`src/rtl/vga_timing_compositor.sv`:
```
// 640x480@60 VGA raster generator with a two-layer colour-keyed compositor.
// Sync/blank are delayed to line up with the registered pixel sources, then everything is registered to the DAC pins.
module vga_timing_compositor #(
  parameter int H_VISIBLE     = 640,
  parameter int H_FRONT_PORCH = 16,
  parameter int H_SYNC_WAIT   = 96,
  parameter int H_BACK_PORCH  = 48,
  parameter int V_VISIBLE     = 480,
  parameter int V_FRONT_PORCH = 10,
  parameter int V_SYNC_WAIT   = 2,
  parameter int V_BACK_PORCH  = 33,
  parameter int COLOR_DEPTH   = 8,
  parameter int PIPE_DELAY    = 1,
  parameter logic [COLOR_DEPTH-1:0] TRANSPARENT = 8'hE3,
  parameter logic [COLOR_DEPTH-1:0] BG_COLOR    = 8'h00
) (
  input  logic                   clk,
  input  logic                   reset,
  output logic [9:0]             hcount,
  output logic [9:0]             vcount,
  output logic [9:0]             xcoord,
  output logic [9:0]             ycoord,
  output logic                   active,
  output logic                   frame_start,
  input  logic [COLOR_DEPTH-1:0] p1_color,
  input  logic                   p1_active,
  input  logic [COLOR_DEPTH-1:0] p2_color,
  input  logic                   p2_active,
  output logic                   vga_hs,
  output logic                   vga_vs,
  output logic                   vga_blank_n,
  output logic                   vga_sync_n,
  output logic [7:0]             vga_r,
  output logic [7:0]             vga_g,
  output logic [7:0]             vga_b
);

  localparam int H_TOTAL = H_VISIBLE + H_FRONT_PORCH + H_SYNC_WAIT + H_BACK_PORCH;
  localparam int V_TOTAL = V_VISIBLE + V_FRONT_PORCH + V_SYNC_WAIT + V_BACK_PORCH;
  localparam int H_ACT   = H_SYNC_WAIT + H_BACK_PORCH;
  localparam int V_ACT   = V_SYNC_WAIT + V_BACK_PORCH;

  localparam logic [9:0] H_LAST  = 10'(H_TOTAL - 1);
  localparam logic [9:0] V_LAST  = 10'(V_TOTAL - 1);
  localparam logic [9:0] H_ACT0  = 10'(H_ACT);
  localparam logic [9:0] H_ACT1  = 10'(H_ACT + H_VISIBLE);
  localparam logic [9:0] V_ACT0  = 10'(V_ACT);
  localparam logic [9:0] V_ACT1  = 10'(V_ACT + V_VISIBLE);
  localparam logic [9:0] H_SYNC  = 10'(H_SYNC_WAIT);
  localparam logic [9:0] V_SYNC  = 10'(V_SYNC_WAIT);

  typedef struct packed {
    logic hs;
    logic vs;
    logic act;
  } sync_t;

  localparam sync_t SYNC_IDLE = '{hs: 1'b1, vs: 1'b1, act: 1'b0};

  logic [9:0] h_next;
  logic [9:0] v_next;
  logic       act_next;

  // Raster outputs are computed from the next counter state so all of them
  // register together and describe the same pixel.
  always_comb begin
    h_next = (hcount == H_LAST) ? 10'd0 : hcount + 10'd1;
    v_next = vcount;
    if (hcount == H_LAST) begin
      v_next = (vcount == V_LAST) ? 10'd0 : vcount + 10'd1;
    end
    act_next = (h_next >= H_ACT0) && (h_next < H_ACT1) &&
               (v_next >= V_ACT0) && (v_next < V_ACT1);
  end

  always_ff @(posedge clk) begin
    if (reset) begin
      hcount      <= '0;
      vcount      <= '0;
      xcoord      <= '0;
      ycoord      <= '0;
      active      <= 1'b0;
      frame_start <= 1'b0;
    end else begin
      hcount      <= h_next;
      vcount      <= v_next;
      active      <= act_next;
      xcoord      <= act_next ? h_next - H_ACT0 : 10'd0;
      ycoord      <= act_next ? v_next - V_ACT0 : 10'd0;
      // Pulse only on a real wrap, never on the reset-to-zero load.
      frame_start <= (h_next == 10'd0) && (v_next == 10'd0);
    end
  end

  sync_t raw;
  sync_t dly [PIPE_DELAY];
  sync_t aligned;

  always_comb begin
    raw.hs  = (hcount >= H_SYNC);
    raw.vs  = (vcount >= V_SYNC);
    raw.act = active;
  end

  always_ff @(posedge clk) begin
    if (reset) begin
      for (int i = 0; i < PIPE_DELAY; i++) dly[i] <= SYNC_IDLE;
    end else begin
      dly[0] <= raw;
      for (int i = 1; i < PIPE_DELAY; i++) dly[i] <= dly[i-1];
    end
  end

  assign aligned = dly[PIPE_DELAY-1];

  logic                   p1_opaque;
  logic                   p2_opaque;
  logic [COLOR_DEPTH-1:0] mix;

  // Layer inputs are only looked at inside the visible area, so undriven
  // renderer outputs during blanking can never reach the DAC.
  always_comb begin
    p1_opaque = p1_active && (p1_color != TRANSPARENT);
    p2_opaque = p2_active && (p2_color != TRANSPARENT);
    mix       = '0;
    if (aligned.act) begin
      if (p1_opaque)      mix = p1_color;
      else if (p2_opaque) mix = p2_color;
      else                mix = BG_COLOR;
    end
  end

  always_ff @(posedge clk) begin
    if (reset) begin
      vga_hs      <= 1'b1;
      vga_vs      <= 1'b1;
      vga_blank_n <= 1'b0;
      vga_r       <= '0;
      vga_g       <= '0;
      vga_b       <= '0;
    end else begin
      vga_hs      <= aligned.hs;
      vga_vs      <= aligned.vs;
      vga_blank_n <= aligned.act;
      vga_r       <= {mix[7:5], mix[7:5], mix[7:6]};
      vga_g       <= {mix[4:2], mix[4:2], mix[4:3]};
      vga_b       <= {mix[1:0], mix[1:0], mix[1:0], mix[1:0]};
    end
  end

  assign vga_sync_n = 1'b0;

endmodule

```
`config.mk`:
```
export PLATFORM = sky130hd
export DESIGN_NAME = vga_timing_compositor
export DESIGN_NICKNAME = d
export VERILOG_FILES = /design/src/rtl/vga_timing_compositor.sv
export SDC_FILE = /design/constraint.sdc
export NUM_CORES = 1
export LEC_CHECK = 0
export BUFFER_PORTS_ARGS = -buffer_cell sky130_fd_sc_hd__buf_2
export CAP_MARGIN = 25
export CORE_MARGIN = 2
export CORE_UTILIZATION = 54
export DETAILED_ROUTE_END_ITERATION = 8
export PLACE_DENSITY_LB_ADDON = 0.25
export SLEW_MARGIN = 20
export SYNTH_ARGS = -nofsm -noshare
export SYNTH_HDL_FRONTEND = slang
export SYNTH_SLANG_ARGS = --single-unit
```
`constraint.sdc`:
```
create_clock -name clk -period 5.8 [get_ports clk]
set_clock_uncertainty 0.1 [all_clocks]
set_input_delay 0.87 -clock clk [delete_from_list [all_inputs] [get_ports clk]]
set_output_delay 0.87 -clock clk [all_outputs]
set_load 0.05 [all_outputs]
```
=== Yosys cells after proc, flatten, opt, wreduce, memory -nomap -nowiden ===
Memory sizes are Yosys's and may differ from the RTL's.
Cells that the tools add are included.

* Add/sub/neg operators: 4
* Magnitude comparators: 6
* Eq/ne operators: 4
* Mux-type cells: 11
* Bitwise operators: 1
* Reductions and logical operators: 10

{| class="wikitable"
|+ Operators with widths
! kind !! count
|-
| $mux 10 || 3
|-
| $mux 8 || 3
|-
| $add 10x1->10 const B || 2
|-
| $eq 10x10->1 const B || 2
|-
| $logic_not 10->1 || 2
|-
| $lt 10x10->1 const B || 2
|-
| $ne 8x8->1 const B || 2
|-
| $ge 10x2->1 const B || 1
|-
| $ge 10x6->1 const B || 1
|-
| $ge 10x7->1 const B || 1
|-
| $ge 10x8->1 const B || 1
|-
| $sub 10x6->10 const B || 1
|-
| $sub 10x8->10 const B || 1
|-
| $logic_and 1x1->1 || 6
|-
| $mux 1 || 4
|-
| $mux 3 || 1
|-
| $reduce_or 3->1 || 1
|-
| $reduce_or 2->1 || 1
|-
| $not 1->1 || 1
|}

* Register bits after elaboration: 69
* Memory bits (writable): 3
* Input port bits: 20
* Output and inout port bits: 70
* Logic and storage cells: 49
* Memories: 1

{| class="wikitable"
|+ Memories
! memory !! depth !! bits a word !! read ports !! clocked after Yosys merged registers in !! wr ports !! RTL line !! RTL
|-
| dly || 1 || 3 || 1 || 0 || 1 || 96 || <nowiki>sync_t dly [PIPE_DELAY];</nowiki>
|}

=== Logic depth before layout (Yosys ltp) ===
Gate-level depths: netlist (run 1).

* Depth after elaboration: 8
* Mapped depth: 13

=== Least setup slack after synthesis (run 1) ===
No wires, ideal clock.

* Path type: reg2reg
* Start point: register hcount[0]
* End point: register xcoord[0]
* Data arrival time: 2941 ps
* Required time: 5551 ps
* Setup slack: 2610 ps
* Stages on the path, launching flop included: 14
* Buffers on the path: 3
* Clock period less this slack: 3190 ps
* Cells stage by stage: dfxtp_1 ha_1 and4_4 buf_6 and3_1 buf_6 nor2_1 or2_2 ha_1 a211oi_2 o21ai_2 mux2i_1 buf_6 nor4_2

* Elaborated cells on any way between the ends: 14

{| class="wikitable"
|+ RTL lines
! what !! RTL line !! RTL
|-
| from (decl) || 19 || <nowiki>output logic [9:0] hcount,</nowiki>
|-
| from (signal assigned) || 85 || <nowiki>hcount <= h_next;</nowiki>
|-
| $eq 10x10->1 * || 69 || <nowiki>if (hcount == H_LAST) begin</nowiki>
|-
| $mux 10 * || 69 ||
|-
| via v_next[0] || 61 || <nowiki>logic [9:0] v_next;</nowiki>
|-
| $ge 10x6->1 || 73 || <nowiki>(v_next >= V_ACT0) && (v_next < V_ACT1);</nowiki>
|-
| $logic_and 1x1->1 || 72 || <nowiki>act_next = (h_next >= H_ACT0) && (h_next < H_ACT1) &&</nowiki>
|-
| $logic_and 1x1->1 * || 73 ||
|-
| $not 1->1 (no line) * || -- ||
|-
| $reduce_or 2->1 (no line) * || -- ||
|-
| to (signal assigned) || 88 || <nowiki>xcoord <= act_next ? h_next - H_ACT0 : 10'd0;</nowiki>
|-
| to (decl) || 21 || <nowiki>output logic [9:0] xcoord,</nowiki>
|}

Mark *: on every way through the listed nets, which the timed path passes. The rest lies on a longest branch.
A chain may end at the register's enable or synchronous reset.

=== Worst setup path after layout (run 1) ===
* Start point: register hcount[0]
* End point: register xcoord[9]

Same word-level chain as after synthesis.

==> results.md, run 1 <==
- Status: finished clean
- Global router's overall resource usage: 21.85%
- Via-to-Cell Ratio: between 5 and 6
- # IOs: 90
- Crit path launch: hcount[0]
- CP arrival: around 3.5 ns
- Sequential-to-total area share from yosys stat: between 40% and 50%
- CTS root buffer: clkbuf_8
- Unique cell type count in the Yosys netlist: 52
- Post-synth top area share: 40.89%
- Final WL: 6090 um
- Async set-reset flop share out of synthesis: 0%
- Critical path launch point type: flop
- Met2 Usage GRT: around 34%
- Yosys warns: 0
- Clock latency on the worst-skew pair: 0.31 ns
- DR iter-0 viols: 179
- Die ar.: 5663 um^2
- Post_cts resized: 0
- Max_cap viols: 0
- DRC viols: 0
- CTS Sinks: 56
- Setup Crit Path Kind: flop to flop
- Hold_sp: dly[0][1]
- Post-synth EDFFs: 0
- Ant. Diodes: 0
- Static Leak: about 1.5 nW
- Top-count cell post-synth: dfxtp_1
- Post-route cell area: about 3200 um^2
- RePlAce Congestion: around 0.87
- Post-route setup TNS: 0 ns
- Syn Area/Cell: 8.988 um^2
- Vias in the first global route: 1979
- Crit path required time: 5.88 ns
- Met1 GRT Util: between 30% and 40%
- Die X: ~75 um
- GR peak layer: met2
- Reg2reg setup slack: around 2.4 ns
- Hold_buf cts: 0
- Unrepaired setup endpoints after global routing: false
- Net count, final: between 400 and 500
- Grt met3 use: 4.016%
- Clock transition at the registers of the reported paths: about 0.1 ns
- First-pass GRT wire length: 9439 um
- ANT nets after route: 0
- Final count of hold timing violations: 0
- Yosys top cell by area: dfxtp_1
- Setup bufs post-CTS: 0
- Max-slew violations: 0
- Layout area overhead: 15.61%
- Fin crit period: about 3.4 ns
- Grt ovf: 0
- Max-slew headroom: about 48%
- Maximum clock frequency: between 200 and 300 MHz
- Slew @ Worst Pin: 0.7739 ns
- HPWL after DPL: ~4600 um
- Antenna violations before repair: 0
- PortBufs: just under 90
- Largest net degree at the start of global routing: 24
- Tightest Hold Check Type: flop to flop
- Worst setup EP type: flop
- Register bit total from synthesis: 56
- Reg-to-reg startpoint: hcount[0]
- Synth Net Count: about 330
- Cells after synthesis: a little over 300
- Main synth FF type: dfxtp_1
- CTS tree: done
- Largest cells by area after synthesis: dfxtp_1, buf_4, xnor2_1
- Worst-case clock buffer depth: 2
- Fin crit share: between 50% and 60%
- Cell Area, Placed: between 3000 and 4000 um^2
- DRT Pass-1 Iters: 4
- Die Ht: approximately 75 um
- Avg WL per Cell: about 14 um
- Vias post-DR: ~2300
- Mapped Area: about 2700 um^2
- CTS buffer count: 5
- Peak VDD IR: approximately 0.17 mV
- FP Rows: 25
- Ratio of cells with drive above 1 in the final layout: 31.64%
- H-tree level count: 2
- Synth top cells by count: dfxtp_1, nor2_1, nor3_1, nand2_1, buf_4
- Core footprint: 4817 um^2
- # setup viols final: 0
- P per Cell Area: ~200 nW/um^2
- Initial core utilization: a little under three fifths
- Crit Path Max Fanout: 15
per-layer routing:
metal  vias up  routed length [um]
met5         -                   0
met4         0                  44
met3         7                 365
met2        70                2877
met1      1088                2803
li1       1171                   -
flip-flops by register name, indices dropped and copies added (netlist names):
signal	flops
hcount	10
vcount	10
xcoord	10
ycoord	10
dly	3
vga_g	3
vga_r	3
vga_b	2
active	1
frame_start	1
vga_blank_n	1
vga_hs	1
vga_vs	1
critical path, cell delays in order (launching register included):
cell and delay [ns]:
dfxtp_1 0.46, ha_1 0.29, and4_4 0.31, and3_1 0.41, nor2_1 0.09, or2_2 0.35
ha_1 0.25, a211oi_2 0.20, o21ai_2 0.12, mux2i_2 0.33, buf_4 0.31, nor3_1 0.08
through the flow:
| step | util, % | total power, mW | instances | setup slack, ns | hold slack (ns) |
|---|---|---|---|---|---|
| 2_1_floorplan | - | 0.4237 | 305 | 2.610 | 0.2895 |
| 3_3_place_gp | 63.69 | 0.4376 | 431 | 2.441 | 0.2903 |
| 3_5_place_dp | 63.69 | 0.4386 | 431 | 2.410 | 0.2993 |
| 4_1_cts | 65.56 | 0.6485 | 439 | 2.372 | 0.3229 |
| 5_1_grt | 65.79 | 0.6663 | 440 | 2.168 | 0.3365 |
| 6_report | 65.79 | 0.6453 | 440 | 2.382 | 0.3191 |
cells by family after synthesis:
| kind of cell | after synthesis | synth area share, % |
|---|---|---|
| AO/OA/AOI/OAI | 49 | 12.37 |
| XOR/XNOR | 19 | 6.344 |
| adder cells (fa/ha/maj) | 9 | 4.108 |
| buffers and inverters | 45 | 9.675 |
| flip-flops | 56 | 40.89 |
| multiplexers | 3 | 1.141 |
| other | 1 | 0.1368 |
| AND/OR/NAND/NOR | 123 | 25.33 |
power by group:
part | total [mW] | switching [mW] | internal [mW]
logic | 0.0390 | 0.0258 | 0.0132
registers | 0.391 | 0.00335 | 0.388
clock network | 0.215 | 0.129 | 0.0860
layout make-up:
type                    instances  area [um^2]
clock inverters                 3        21.27
flip-flops and latches         56         1121
clock buffers                   5        68.82
fillers                       435         1648
well taps                      67        83.83
inverters                      15        56.30
multi-input cells             204         1359
repair buffers                 90        459.2
cell usage in the layout, fill, tap and decap left out, drive strengths merged, types with 2 or more instances in the layout:
| cell type | n |
|---|---|
| a21oi | 15 |
| clkbuf | 5 |
| inv | 16 |
| or2 | 4 |
| buf | 90 |
| nand4b | 3 |
| mux2i | 2 |
| o41ai | 2 |
| and3 | 6 |
| a21o | 3 |
| a211oi | 2 |
| dfxtp | 56 |
| nand2 | 21 |
| ha | 9 |
| and4 | 3 |
| xnor2 | 14 |
| nor4b | 2 |
| nand3 | 13 |
| nor2 | 25 |
| o21ai | 12 |
| xor2 | 5 |
| nor3b | 5 |
| nor4 | 4 |
| nor2b | 4 |
| and2 | 3 |
| a22oi | 5 |
| nand4 | 4 |
| nor3 | 24 |
worst paths after layout:
kind / depth (start not counted) / endpoint
worst max-delay path: 11 / xcoord[9]
worst min-delay path: 1 / vga_vs
worst max register to register: 11 / xcoord[9]
worst min register to register: 1 / vga_vs
Note: power is estimated with default switching activity, not from simulation.
==> run 2: changes to the inputs <==
Settings changed: ABC_AREA set to 1, CORE_UTILIZATION 54 to 52.
Clock period 5.8 ns to 3.48 ns, I/O delays scaled along.
==> run 2 against run 1 <==
Global-route usage shrank 0.61 points. First-iteration DRC count shrank 26%. Clock-buffer cell count grew 1. Worst setup slack lost 1.6 ns. Cell count grew 31%. Flip-flop and latch count is the same. Final area grew 12%. Non-clock buffer count shrank 1. Utilization shrank 5.0 points. Routed wire length grew 14%. Sequential power grew 66%. Critical endpoint is now ycoord[9].
==> results.md, run 2 <==
- Synth Net Count: ~460
- Fin crit share: between 70% and 80%
- First-pass GRT wire length: about 11000 um
- Crit path cell chain: ha_1 -> nand2_4 -> nor2_8 -> inv_2 -> o21ai_0 -> nand2_1 -> ha_1 -> a21oi_1 -> nand2_2 -> nand2_2 -> nand3_2 -> nand3_2 -> buf_4 -> nor2_1
- Async set-reset flop share out of synthesis: 0%
- Peak VDD IR: 0.1846 mV
- Reg-to-reg endpoint: ycoord[9]
- Unrepaired setup endpoints after global routing: false
- Hold_buf cts: 0
- Maximum clock frequency: around 360 MHz
- Post-synth top area share: around 36%
- Net count, final: roughly 530
- Final count of hold timing violations: 0
- H-tree level count: 2
- Layout area overhead: 15.06%
- Yosys warns: 0
- Sw Share: approximately a quarter
- Reg2reg setup slack: ~0.73 ns
- CTS buffer count: 5
- CP top delay family: simple AND/OR/NAND/NOR gates
- Reg-to-reg startpoint: hcount[1]
- Slew @ Worst Pin: a little over 0.7 ns
- Worst setup EP type: flop
- Max-slew violations: 0
- FP Rows: 28
- Worst-case clock buffer depth: 2
- Placed insts: 567
- Hold slack final: 0.3145 ns
- Clock latency on the worst-skew pair: around 0.31 ns
- Via-to-Cell Ratio: a little under 5
- ANT nets after route: 0
- Grt ovf: 0
- Net load switching power: 0.2562 mW
- R2R depth: 14
- Yosys top cell by area: dfxtp_1
- Fin crit period: between 2 and 3 ns
- Post_cts resized: 0
- Cell Area, Placed: around 3400 um^2
- Finished Layout Cells: roughly 580
- Setup Crit Path Kind: flop to flop
- Crit path to: ycoord[9]
- PortBufs: slightly below 90
- Critical path launch point type: flop
- Commonest non-fill, non-tap cell in the layout: nand2_1
- Die ar.: 6543 um^2
- Die Ht: approximately 80 um
- Status: finished clean
- Filler cell count: 556
- Cells after synthesis: between 400 and 500
- Initial core utilization: a little over half
- CTS tree: done
- Crit path required time: between 3 and 4 ns
- Combinational power share: ~6.0%
- Setup ws final: about 0.73 ns
- Clock Power Share: about a third
- Sequential-to-total area share from yosys stat: between 30 and 40%
- Internal cell power: a little over 0.8 mW
- Vias post-DR: 2821
- CTS Sinks: between 50 and 60
- Core footprint: around 5800 um^2
- Crit path launch: hcount[1]
- Max_cap viols: 0
- Max-slew headroom: approximately half
- Buf/Inv on CP: 2
- Slowest cell on crit path: dfxtp_1
- Post-synth EDFFs: 0
- Largest cells by area after synthesis: dfxtp_1, nand2_1, nor2_1
- Path length in cells of the critical path: 14
- Vias in the first global route: ~2500
- Main synth FF type: dfxtp_1
- Commonest non-fill, non-tap cells in the layout: nand2_1, buf_2, dfxtp_1
- Syn Area/Cell: between 7 and 8 um^2
- DRT Pass-1 Iters: 4
- Tightest Hold Check Type: flop to flop
- Reg power frac: 61.0%
- Final WL: slightly below 7000 um
- # setup viols final: 0
- Antenna violations before repair: 0
- CTS root buffer: clkbuf_8
- Synth top cells by count: nand2_1, dfxtp_1, nor2_1, inv_1, nand3_1
- Static Leak: 1.984 nW
- Mapped Area: 3074 um^2
- HPWL after DPL: approximately 5500 um
- Crit Path Max Fanout: 20
- Post-route cell area: 3537 um^2
- Ant. Diodes: 0
- Top-count cell post-synth: nand2_1
- Setup bufs post-CTS: 0
- Ratio of cells with drive above 1 in the final layout: around 30%
- CP arrival: 2.84 ns
- Final Power: 1.065 mW
- Largest net degree at the start of global routing: 26
- Avg WL per Cell: 12.06 um
- DR iter-0 viols: about 130
- Register bit total from synthesis: 56
- Crit-path max cell delay: ~0.38 ns
- Unique cell type count in the Yosys netlist: 33
- # IOs: 90
- Global router's overall resource usage: between 20% and 30%
- Clock transition at the registers of the reported paths: roughly 0.10 ns
- Die X: roughly 81 um
- DP Worst Slack: about 0.72 ns
- RePlAce Congestion: 0.9005
- Post-route setup TNS: 0 ns
- P per Cell Area: roughly 300 nW/um^2
- DRC viols: 0
- Util after Layout: ~61%
-- run 2: changes by cell type after synthesis, sizes merged, moves of 12 or more --
cell   before  now
inv        15   55
nor3       24    4
nor2       25   82
nand2      21  107
nand3      13   35
xnor2      14    2
-- run 2: worst register-to-register path, delay by kind of cell (launching register included) --
family,cells,cell delay (ns)
and+or+nand+nor,8,0.88
adders and majority gates,2,0.50
buffers and inverters,2,0.40
AOI/OAI and AO/OA,2,0.39
DFF,1,0.38
-- run 2: logic make-up after synthesis --
kind of cell,count (synthesis),synth area share [%]
simple gates,242,38.67
buf+inv,81,12.78
flops,56,36.47
compound gates,31,5.739
xor+xnor,9,2.564
fa+ha+maj,9,3.663
other cells,1,0.1220
-- run 2: layout make-up --
class                           instances  area, um^2  share of cell area (%)
Inverter                               55       206.4                   5.837
Sequential cell                        56        1121                   31.69
Timing Repair Buffer                   89       447.9                   12.66
Multi-Input combinational cell        292        1579                   44.64
Clock buffer                            6       72.57                   2.052
Clock inverter                          2       16.27                  0.4599
Tap cell                               75       93.84                   2.653
-- run 2: worst min-delay path by stage --
stage	from	end	slack (ns)	cells past startpoint
finish	dly[0][2]	vga_hs	0.31	1
global route	dly[0][2]	vga_hs	0.36	1
CTS	dly[0][1]	vga_vs	0.32	1
detailed placement	dly[0][1]	vga_vs	0.30	1
global placement	dly[0][2]	vga_hs	0.29	1
floorplan	dly[0][2]	vga_hs	0.29	1
-- run 2: metal layers --
metal  global-route usage [%]  vias up  wire length, um
met1                    26.95     1259             3157
met4                    6.271        0               91
met5                        0        -                0
met2                    37.02       89             3318
met3                    3.444        9              369
li1                         -     1464                -
-- run 2: power by group through the flow --
stage	clock, mW	combinational [mW]	sequential, mW
6_report	0.352	0.0636	0.649
3_3_place_gp	0	0.0614	0.664
2_1_floorplan	0	0.0257	0.679
4_1_cts	0.361	0.0624	0.650
5_1_grt	0.392	0.0693	0.651
3_5_place_dp	0	0.0622	0.665
